===== src/rtl/seq_det_pkg.sv =====
// Shared constants and helpers for the parametrised serial-sequence detector.
package seq_det_pkg;

  localparam logic [3:0] PAT_RST_DEFAULT = 4'b1001;

  localparam logic MODE_NONOVL = 1'b0;
  localparam logic MODE_OVL    = 1'b1;

  // Width needed to hold a fill count in the range 0..pat_w.
  function automatic int unsigned fill_w(input int unsigned pat_w);
    return $clog2(pat_w + 1);
  endfunction

endpackage


===== src/rtl/sat_counter.sv =====
// Saturating up-counter with synchronous clear; holds at all-ones.
module sat_counter #(
  parameter int unsigned W = 8
) (
  input  logic         clk,
  input  logic         rst,
  input  logic         clr,
  input  logic         inc,
  output logic [W-1:0] q
);

  always_ff @(posedge clk or negedge rst) begin
    if (!rst) begin
      q <= '0;
    end else if (clr) begin
      q <= '0;
    end else if (inc && (q != {W{1'b1}})) begin
      q <= q + W'(1);
    end
  end

endmodule


===== src/rtl/seq_detector_param.sv =====
// Moore serial detector for a loadable PAT_W-bit pattern with selectable
// overlapping detection, one-cycle registered detect pulse and match count.
module seq_detector_param
  import seq_det_pkg::*;
#(
  parameter int unsigned       PAT_W   = 4,
  parameter logic [PAT_W-1:0]  PAT_RST = PAT_W'(PAT_RST_DEFAULT),
  parameter int unsigned       CNT_W   = 8
) (
  input  logic             clk,
  input  logic             rst,
  input  logic             signal,
  input  logic             en,
  input  logic             overlap,
  input  logic             load,
  input  logic [PAT_W-1:0] pattern_in,
  output logic             out,
  output logic [CNT_W-1:0] match_cnt
);

  localparam int unsigned FW = fill_w(PAT_W);
  localparam logic [FW-1:0] FILL_FULL = FW'(PAT_W);

  logic [PAT_W-1:0] pat, pat_n;
  logic [PAT_W-1:0] hist, hist_n, nhist;
  logic [FW-1:0]    fill, fill_n, nfill;
  logic             det, det_n;
  logic             match;
  logic             cnt_clr, cnt_inc;

  // State register
  always_ff @(posedge clk or negedge rst) begin
    if (!rst) begin
      pat  <= PAT_RST;
      hist <= '0;
      fill <= '0;
      det  <= 1'b0;
    end else begin
      pat  <= pat_n;
      hist <= hist_n;
      fill <= fill_n;
      det  <= det_n;
    end
  end

  // Next state: load beats sample beats idle; idle drops the pulse only
  always_comb begin
    nhist   = {hist[PAT_W-2:0], signal};
    nfill   = (fill == FILL_FULL) ? fill : fill + FW'(1);
    match   = (nfill == FILL_FULL) && (nhist == pat);
    pat_n   = pat;
    hist_n  = hist;
    fill_n  = fill;
    det_n   = 1'b0;
    cnt_clr = 1'b0;
    cnt_inc = 1'b0;
    if (load) begin
      pat_n   = pattern_in;
      hist_n  = '0;
      fill_n  = '0;
      cnt_clr = 1'b1;
    end else if (en) begin
      hist_n  = nhist;
      det_n   = match;
      cnt_inc = match;
      // Non-overlap restarts the fill so the next hit needs PAT_W fresh bits
      fill_n  = (match && (overlap == MODE_NONOVL)) ? '0 : nfill;
    end
  end

  assign out = det;

  sat_counter #(.W(CNT_W)) u_cnt (
    .clk (clk),
    .rst (rst),
    .clr (cnt_clr),
    .inc (cnt_inc),
    .q   (match_cnt)
  );

endmodule

===== config.mk =====
export PLATFORM = sky130hd
export DESIGN_NAME = seq_detector_param
export DESIGN_NICKNAME = d
export VERILOG_FILES = /design/src/rtl/seq_det_pkg.sv /design/src/rtl/sat_counter.sv /design/src/rtl/seq_detector_param.sv
export SDC_FILE = /design/constraint.sdc
export NUM_CORES = 1
export LEC_CHECK = 0
export CAP_MARGIN = 15
export CORE_ASPECT_RATIO = 1.25
export CORE_MARGIN = 2
export CORE_UTILIZATION = 30
export CTS_BUF_LIST = sky130_fd_sc_hd__clkbuf_4 sky130_fd_sc_hd__clkbuf_8 sky130_fd_sc_hd__clkbuf_16
export DETAILED_ROUTE_END_ITERATION = 12
export PLACE_DENSITY = 0.64
export SLEW_MARGIN = 5
export SYNTH_ARGS = -nofsm -noshare
export SYNTH_HDL_FRONTEND = slang
export SYNTH_HIERARCHICAL = 1
export SYNTH_SLANG_ARGS = --single-unit
export TNS_END_PERCENT = 5

===== constraint.sdc =====
create_clock -name clk -period 2.5 [get_ports clk]
set_input_delay 0.75 -clock clk [delete_from_list [all_inputs] [get_ports clk]]
set_output_delay 0.75 -clock clk [all_outputs]
set_load 0.005 [all_outputs]

==> impl_metrics.env, run 1 <==
export IMPL_status="finished, final reports clean"
export IMPL_drc=0
export IMPL_yosysWarnings=6
export IMPL_drv_slew=0
export IMPL_drive_gt1_share_pct=27.3
export IMPL_synth_xor_area_share_pct=5.15
export IMPL_power_total_mw=0.632
export IMPL_worst_slew_pin_slew_ns=0.467
export IMPL_min_from="pat[2]$_DFFE_PN0P_"
export IMPL_r2r_cells=10
export IMPL_tritoncts="yes"
export IMPL_synth_area_sq_um=1020
export IMPL_fin_crit_ns=2.42
export IMPL_finalSetupViolCount=0
export IMPL_grt_pass1_wl_mm=3.71
export IMPL_postRouteWirelength_mm=2.25
export IMPL_antenna_found_initial=0
export IMPL_postCtsSetupBuffers=0
export IMPL_hold_violations=0
export IMPL_final_fill_count=329
export IMPL_io_pins=19
export IMPL_die_w_um=56.1
export IMPL_cp_arrival_ns=2.59
export IMPL_reg2reg_slack_ns=0.11
export IMPL_hold_depth=1
export IMPL_crit_slowest_cell="or4_1"
export IMPL_stdcell_count=158
export IMPL_antennaDiodeCount=0
export IMPL_yosys_area_share_simple_pct=20.7
export IMPL_synth_cell_type_count=37
export IMPL_setup_slack_ns=0.0797
export IMPL_cts_root_buf="clkbuf_8"
export IMPL_hp_class="reg2reg"
export IMPL_fmax_mhz=413
export IMPL_dp_hpwl_mm=1.65
export IMPL_place_ws_ns=-0.652
export IMPL_synth_fp_nets=109
export IMPL_crit_fanout=5
export IMPL_drv_cap=0
export IMPL_track_usage_pct=11.8
export IMPL_stdcell_area_sq_um=1400
export IMPL_clock_skew_final_ns=0.00504
export IMPL_area_growth_pct=36.8
export IMPL_power_density_nw_per_um2=453
export IMPL_synth_fa_ha_area_share_pct=3.68
export IMPL_port_buffers=18
export IMPL_irDropWorstVdd_mv=0.410
export IMPL_dp_cells=154
export IMPL_final_common_cell="dfrtp_1"
export IMPL_clock_latency_ns=0.25
export IMPL_timing_rr_start="fill[0]$_DFFE_PN0P_"
export IMPL_clk_pin_slew_ns=0.07
export IMPL_grt_setup_unrepaired="true"
export IMPL_grt_pass1_vias=836
export IMPL_p_leak_nw=0.565
export IMPL_die_area_sq_um=3880
export IMPL_start_util_pct=31.6
export IMPL_slew_headroom_pct=68.8
export IMPL_critPathKind="in2reg"
export IMPL_cts_made_buffers=3
export IMPL_grt_max_degree=22
export IMPL_placed_cell_area_sq_um=1290
export IMPL_grt_overflow_total=0
export IMPL_crit_start="en"
export IMPL_critPathLaunchType="input port"
export IMPL_synth_seq_cells=19
export IMPL_core_sq_um=3220
export IMPL_critPathBufInv=2
export IMPL_final_period_utilization_pct=96.8
export IMPL_cp_cell_sequence="dlygate4sd2_1 > o2111ai_2 > or4_1 > nor4_2 > buf_4 > nand3_4 > or3_4 > a211oi_2"
export IMPL_crit_family="simple AND/OR/NAND/NOR gates"
export IMPL_yosysSeqAreaShare_pct=46.9
export IMPL_wl_per_cell_um=14.3
export IMPL_synth_compound_area_share_pct=7.48
export IMPL_synth_top_family_by_area="simple AND/OR/NAND/NOR gates"
export IMPL_place_congestion=0.808
export IMPL_dieHeight_um=69.2
export IMPL_layout_common_cells="dfrtp_1, clkdlybuf4s50_1, nor2_1, buf_4"
export IMPL_syn_inst=96
export IMPL_clock_path_buffers=2
export IMPL_whs_endpoint="pat[2]$_DFFE_PN0P_"
export IMPL_worst_ep_required_time_ns=2.67
export IMPL_synth_mux_area_share_pct=11.5
export IMPL_slowest_delay_ns=0.50
export IMPL_nNetsFinal=135
export IMPL_drt_first_pass_iters=4
export IMPL_dr_total_vias=801
export IMPL_timing_rr_end="u_cnt/q[7]$_DFFE_PN0P_"
export IMPL_num_rows=23
export IMPL_avgSynthCellArea_sq_um=10.6
export IMPL_cts_sinks=19
export IMPL_drt_iter0_drc=16
export IMPL_avgViaCountPerCell=5.07
export IMPL_htreeDepth=1
export IMPL_cp_end_kind="register"
export IMPL_ant_nets=0
## metrics by stage
| step | hold WS, ns | TNS [ns] | util [%] |
|---|---|---|---|
| global route | 0.568 | -0.104 | 43.3 |
| CTS | 0.547 | 0 | 42.4 |
| floorplan | 0.454 | -0.0184 | - |
| global placement | 0.516 | -3.06 | 40.0 |
| detailed placement | 0.529 | -3.54 | 40.0 |
| finish | 0.544 | 0 | 43.3 |
## power by group
part	internal (mW)	switching (mW)	leakage, nW
sequential	0.322	0.00966	0.252
combinational	0.0435	0.0387	0.288
clock	0.124	0.0949	0.0262
total	0.489	0.143	0.565
## cells by family (layout without fill, tap and decap cells)
logic type | count (synthesis) | count (layout)
simple gates | 36 | 36
flops | 19 | 19
compound gates | 11 | 11
fa+ha+maj | 3 | 3
mux | 11 | 11
buf+inv | 10 | 35
xor+xnor | 6 | 6
## registers in the layout, summed over array words and instances (netlist names)
signal / cells
u_cnt/q: 8
pat: 4
fill: 3
hist: 3
out: 1
## worst max-delay path by stage
| stage | depth (start not counted) | to |
|---|---|---|
| after floorplan | 7 | u_cnt/q[3]$_DFFE_PN0P_ |
| after global placement | 8 | u_cnt/q[3]$_DFFE_PN0P_ |
| after detailed placement | 8 | u_cnt/q[5]$_DFFE_PN0P_ |
| after CTS | 9 | u_cnt/q[3]$_DFFE_PN0P_ |
| after global routing | 10 | u_cnt/q[7]$_DFFE_PN0P_ |
| final | 8 | u_cnt/q[7]$_DFFE_PN0P_ |
## synth_stat cells (all sizes together)
cell type,number,area share [%]
a2111oi,1,0.86
a211oi,1,0.74
a21boi,1,0.74
a21oi,3,1.5
a31oi,1,0.61
a41oi,1,0.86
and3,1,0.61
and4,2,1.8
buf,2,1.6
clkbuf,2,0.74
dfrtp,17,42
dfstp,2,5.2
ha,3,3.7
inv,6,2.2
mux2,6,6.6
mux2i,5,4.9
nand2,4,1.5
nand2b,3,1.8
nand3,3,2.0
nand3b,1,0.74
nand4,1,0.61
nor2,7,2.6
nor2b,3,1.8
nor3,4,2.0
nor3b,1,0.74
nor4,3,2.5
o2111ai,1,0.86
o21ai,1,0.49
o32ai,1,0.86
or3,1,0.61
or4,2,1.5
xnor2,2,1.7
xor2,4,3.4
## timing repair
action                     in CTS  in global routing
pin swaps                       2                  0
setup endpoints to repair       8                  5
resized for setup               8                  9
hold buffers                    0                  0
## layer usage
| metal | global-route usage (%) | share of wire, % | up-vias |
|---|---|---|---|
| li1 | - | - | 393 |
| met1 | 15.9 | 46 | 393 |
| met2 | 18.3 | 50 | 13 |
| met3 | 1.87 | 2.6 | 2 |
| met4 | 5.56 | 1.1 | 0 |
| met5 | 0 | 0 | - |
## layout make-up
| cell class | count | area [sq um] | area share, % |
|---|---|---|---|
| clock buffer | 4 | 48.8 | 3.50 |
| multi-input combinational | 67 | 569 | 40.8 |
| tap | 37 | 46.3 | 3.32 |
| sequential | 19 | 478 | 34.3 |
| inverter | 6 | 22.5 | 1.61 |
| timing repair buffer | 25 | 230 | 16.5 |
Power figures use the tool's default switching activity.
==> run 2, diff against run 1 <==
--- a/config.mk
+++ b/config.mk
@@ -6,12 +6,14 @@
 export NUM_CORES = 1
 export LEC_CHECK = 0
 export CAP_MARGIN = 15
+export CELL_PAD_IN_SITES_DETAIL_PLACEMENT = 1
+export CELL_PAD_IN_SITES_GLOBAL_PLACEMENT = 2
 export CORE_ASPECT_RATIO = 1.25
 export CORE_MARGIN = 2
-export CORE_UTILIZATION = 30
+export CORE_UTILIZATION = 29
 export CTS_BUF_LIST = sky130_fd_sc_hd__clkbuf_4 sky130_fd_sc_hd__clkbuf_8 sky130_fd_sc_hd__clkbuf_16
 export DETAILED_ROUTE_END_ITERATION = 12
-export PLACE_DENSITY = 0.64
+export PLACE_DENSITY = 0.85
 export SLEW_MARGIN = 5
 export SYNTH_ARGS = -nofsm -noshare
 export SYNTH_HDL_FRONTEND = slang
==> run 2 against run 1 <==
  * The flow now finishes with violations (negative setup slack)
  * Register-to-register slack worse by 0.11 ns
  * Via count is 5.4% higher
  * Die area increased by 3.2%
  * Worst setup slack got worse by 0.084 ns
  * Fmax down 3.4%
  * Clock power increased by 3%
  * Global-route usage increased by 2.3 points
  * Cell count increased by 3.8%
  * Critical endpoint unchanged
  * Highest routed layer unchanged
==> impl_metrics.env, run 2 (synthesis results as in run 1) <==
export IMPL_critPathKind="reg2reg"
export IMPL_final_period_utilization_pct=100
export IMPL_core_sq_um=3420
export IMPL_grt_pass1_wl_mm=4.36
export IMPL_hold_depth=1
export IMPL_largest_reg_flops=8
export IMPL_track_usage_pct=14.1
export IMPL_hold_buffers=0
export IMPL_grt_overflow_total=0
export IMPL_swShare_pct=23.8
export IMPL_hold_violations=0
export IMPL_fin_crit_ns=2.50
export IMPL_worst_slew_pin_slew_ns=0.541
export IMPL_cts_sinks=19
export IMPL_layout_common_cells="dfrtp_1, clkdlybuf4s50_1, buf_4"
export IMPL_io_pins=19
export IMPL_place_congestion=0.791
export IMPL_p_leak_nw=0.603
export IMPL_status="complete, but fails checks"
export IMPL_pwr_share_seq_pct=50.8
export IMPL_violations="negative setup slack"
export IMPL_nNetsFinal=139
export IMPL_drt_iter0_drc=26
export IMPL_grt_max_degree=22
export IMPL_area_growth_pct=42.8
export IMPL_num_rows=24
export IMPL_p_comb_share_pct=14.7
export IMPL_htreeDepth=1
export IMPL_power_density_nw_per_um2=448
export IMPL_power_total_mw=0.653
export IMPL_critPathBufInv=2
export IMPL_place_ws_ns=-0.558
export IMPL_antenna_found_initial=0
export IMPL_setup_slack_ns=-0.00417
export IMPL_postRouteWirelength_mm=2.81
export IMPL_dp_hpwl_mm=1.87
export IMPL_avgViaCountPerCell=5.15
export IMPL_tritoncts="yes"
export IMPL_clock_latency_ns=0.25
export IMPL_crit_fanout=4
export IMPL_irDropWorstVdd_mv=0.228
export IMPL_slowest_delay_ns=0.43
export IMPL_cp_cell_sequence="inv_2 > ha_4 > nand3b_1 > o2111ai_2 > or4_1 > nor4_2 > buf_4 > nand3_4 > or3_4 > a211oi_2"
export IMPL_timing_rr_end="u_cnt/q[7]$_DFFE_PN0P_"
export IMPL_cp_arrival_ns=2.67
export IMPL_drv_cap=0
export IMPL_slew_headroom_pct=63.8
export IMPL_port_buffers=18
export IMPL_p_int_mw=0.498
export IMPL_drc=0
export IMPL_switchingPower_mw=0.155
export IMPL_drt_first_pass_iters=4
export IMPL_top_regs="u_cnt/q x8, pat x4"
export IMPL_drv_slew=0
export IMPL_top_register="u_cnt/q"
export IMPL_whs_endpoint="pat[2]$_DFFE_PN0P_"
export IMPL_dieHeight_um=70.3
export IMPL_crit_family="simple AND/OR/NAND/NOR gates"
export IMPL_cts_root_buf="clkbuf_8"
export IMPL_cts_made_buffers=3
export IMPL_start_util_pct=29.8
export IMPL_final_fill_count=387
export IMPL_clock_skew_final_ns=0.00437
export IMPL_die_w_um=57.0
export IMPL_finalSetupViolCount=1
export IMPL_hp_class="reg2reg"
export IMPL_fmax_mhz=399
export IMPL_die_area_sq_um=4010
export IMPL_clk_pin_slew_ns=0.07
export IMPL_p_clk_share_pct=34.5
export IMPL_dr_total_vias=844
export IMPL_cp_end_kind="register"
export IMPL_wl_per_cell_um=17.1
export IMPL_crit_slowest_cell="or4_1"
export IMPL_grt_pass1_vias=896
export IMPL_clock_path_buffers=2
export IMPL_reg2reg_slack_ns=-0.004
export IMPL_final_common_cell="dfrtp_1"
export IMPL_critPathLaunchType="register"
export IMPL_r2r_cells=10
export IMPL_worst_ep_required_time_ns=2.67
export IMPL_min_from="pat[2]$_DFFE_PN0P_"
export IMPL_timing_rr_start="fill[0]$_DFFE_PN0P_"
export IMPL_drive_gt1_share_pct=32.8
export IMPL_ant_nets=0
export IMPL_antennaDiodeCount=0
export IMPL_grt_setup_unrepaired="true"
run 2: cell type report:
cell class	count	area (sq um)	share of cell area (%)
sequential	19	478	32.8
timing repair buffer	29	262	18.0
inverter	6	22.5	1.55
tap	39	48.8	3.35
clock buffer	4	48.8	3.35
multi-input combinational	67	597	41.0
run 2: stage by stage:
| step | setup TNS, ns | util, % | hold slack (ns) | instance area [sq um] | std cells |
|---|---|---|---|---|---|
| after floorplan | -0.0184 | - | 0.454 | 1040 | 96 |
| after detailed placement | -3.65 | 38.0 | 0.517 | 1300 | 157 |
| after CTS | -0.000592 | 40.4 | 0.534 | 1380 | 162 |
| after global placement | -3.31 | 38.0 | 0.522 | 1300 | 157 |
| after global routing | -0.411 | 42.5 | 0.554 | 1460 | 164 |
| final | -0.00417 | 42.5 | 0.532 | 1460 | 164 |
run 2: how the worst max path moves through the flow:
stage	from	endpoint	slack, ns	cells after the start
floorplan	signal	u_cnt/q[3]$_DFFE_PN0P_	-0.01	7
global placement	en	u_cnt/q[3]$_DFFE_PN0P_	-0.51	8
detailed placement	en	u_cnt/q[7]$_DFFE_PN0P_	-0.56	8
CTS	fill[1]$_DFFE_PN0P_	u_cnt/q[7]$_DFFE_PN0P_	-0.0006	10
global route	fill[0]$_DFFE_PN0P_	u_cnt/q[7]$_DFFE_PN0P_	-0.12	10
finish	fill[0]$_DFFE_PN0P_	u_cnt/q[7]$_DFFE_PN0P_	-0.004	10
run 2: layer usage:
metal	GRT usage [%]	part of all wire (%)	routed length (um)	vias to the layer above
li1	-	-	-	398
met1	17.9	43	1220	425
met2	24.1	53	1490	19
met3	2.41	3.1	88	2
met4	3.88	0.36	10	0
met5	0	0	0	-
run 2: timing repair:
action	CTS	global route
endpoints found under the setup margin	8	4
setup buffers	1	2
gates resized for setup	13	13
pin swaps	6	6
run 2: power groups by stage:
stage	sequential (mW)	combinational [mW]	clock, mW
floorplan	0.334	0.0460	0
global placement	0.336	0.0777	0
detailed placement	0.337	0.0817	0
CTS	0.332	0.0895	0.233
global route	0.334	0.107	0.251
finish	0.332	0.0959	0.225
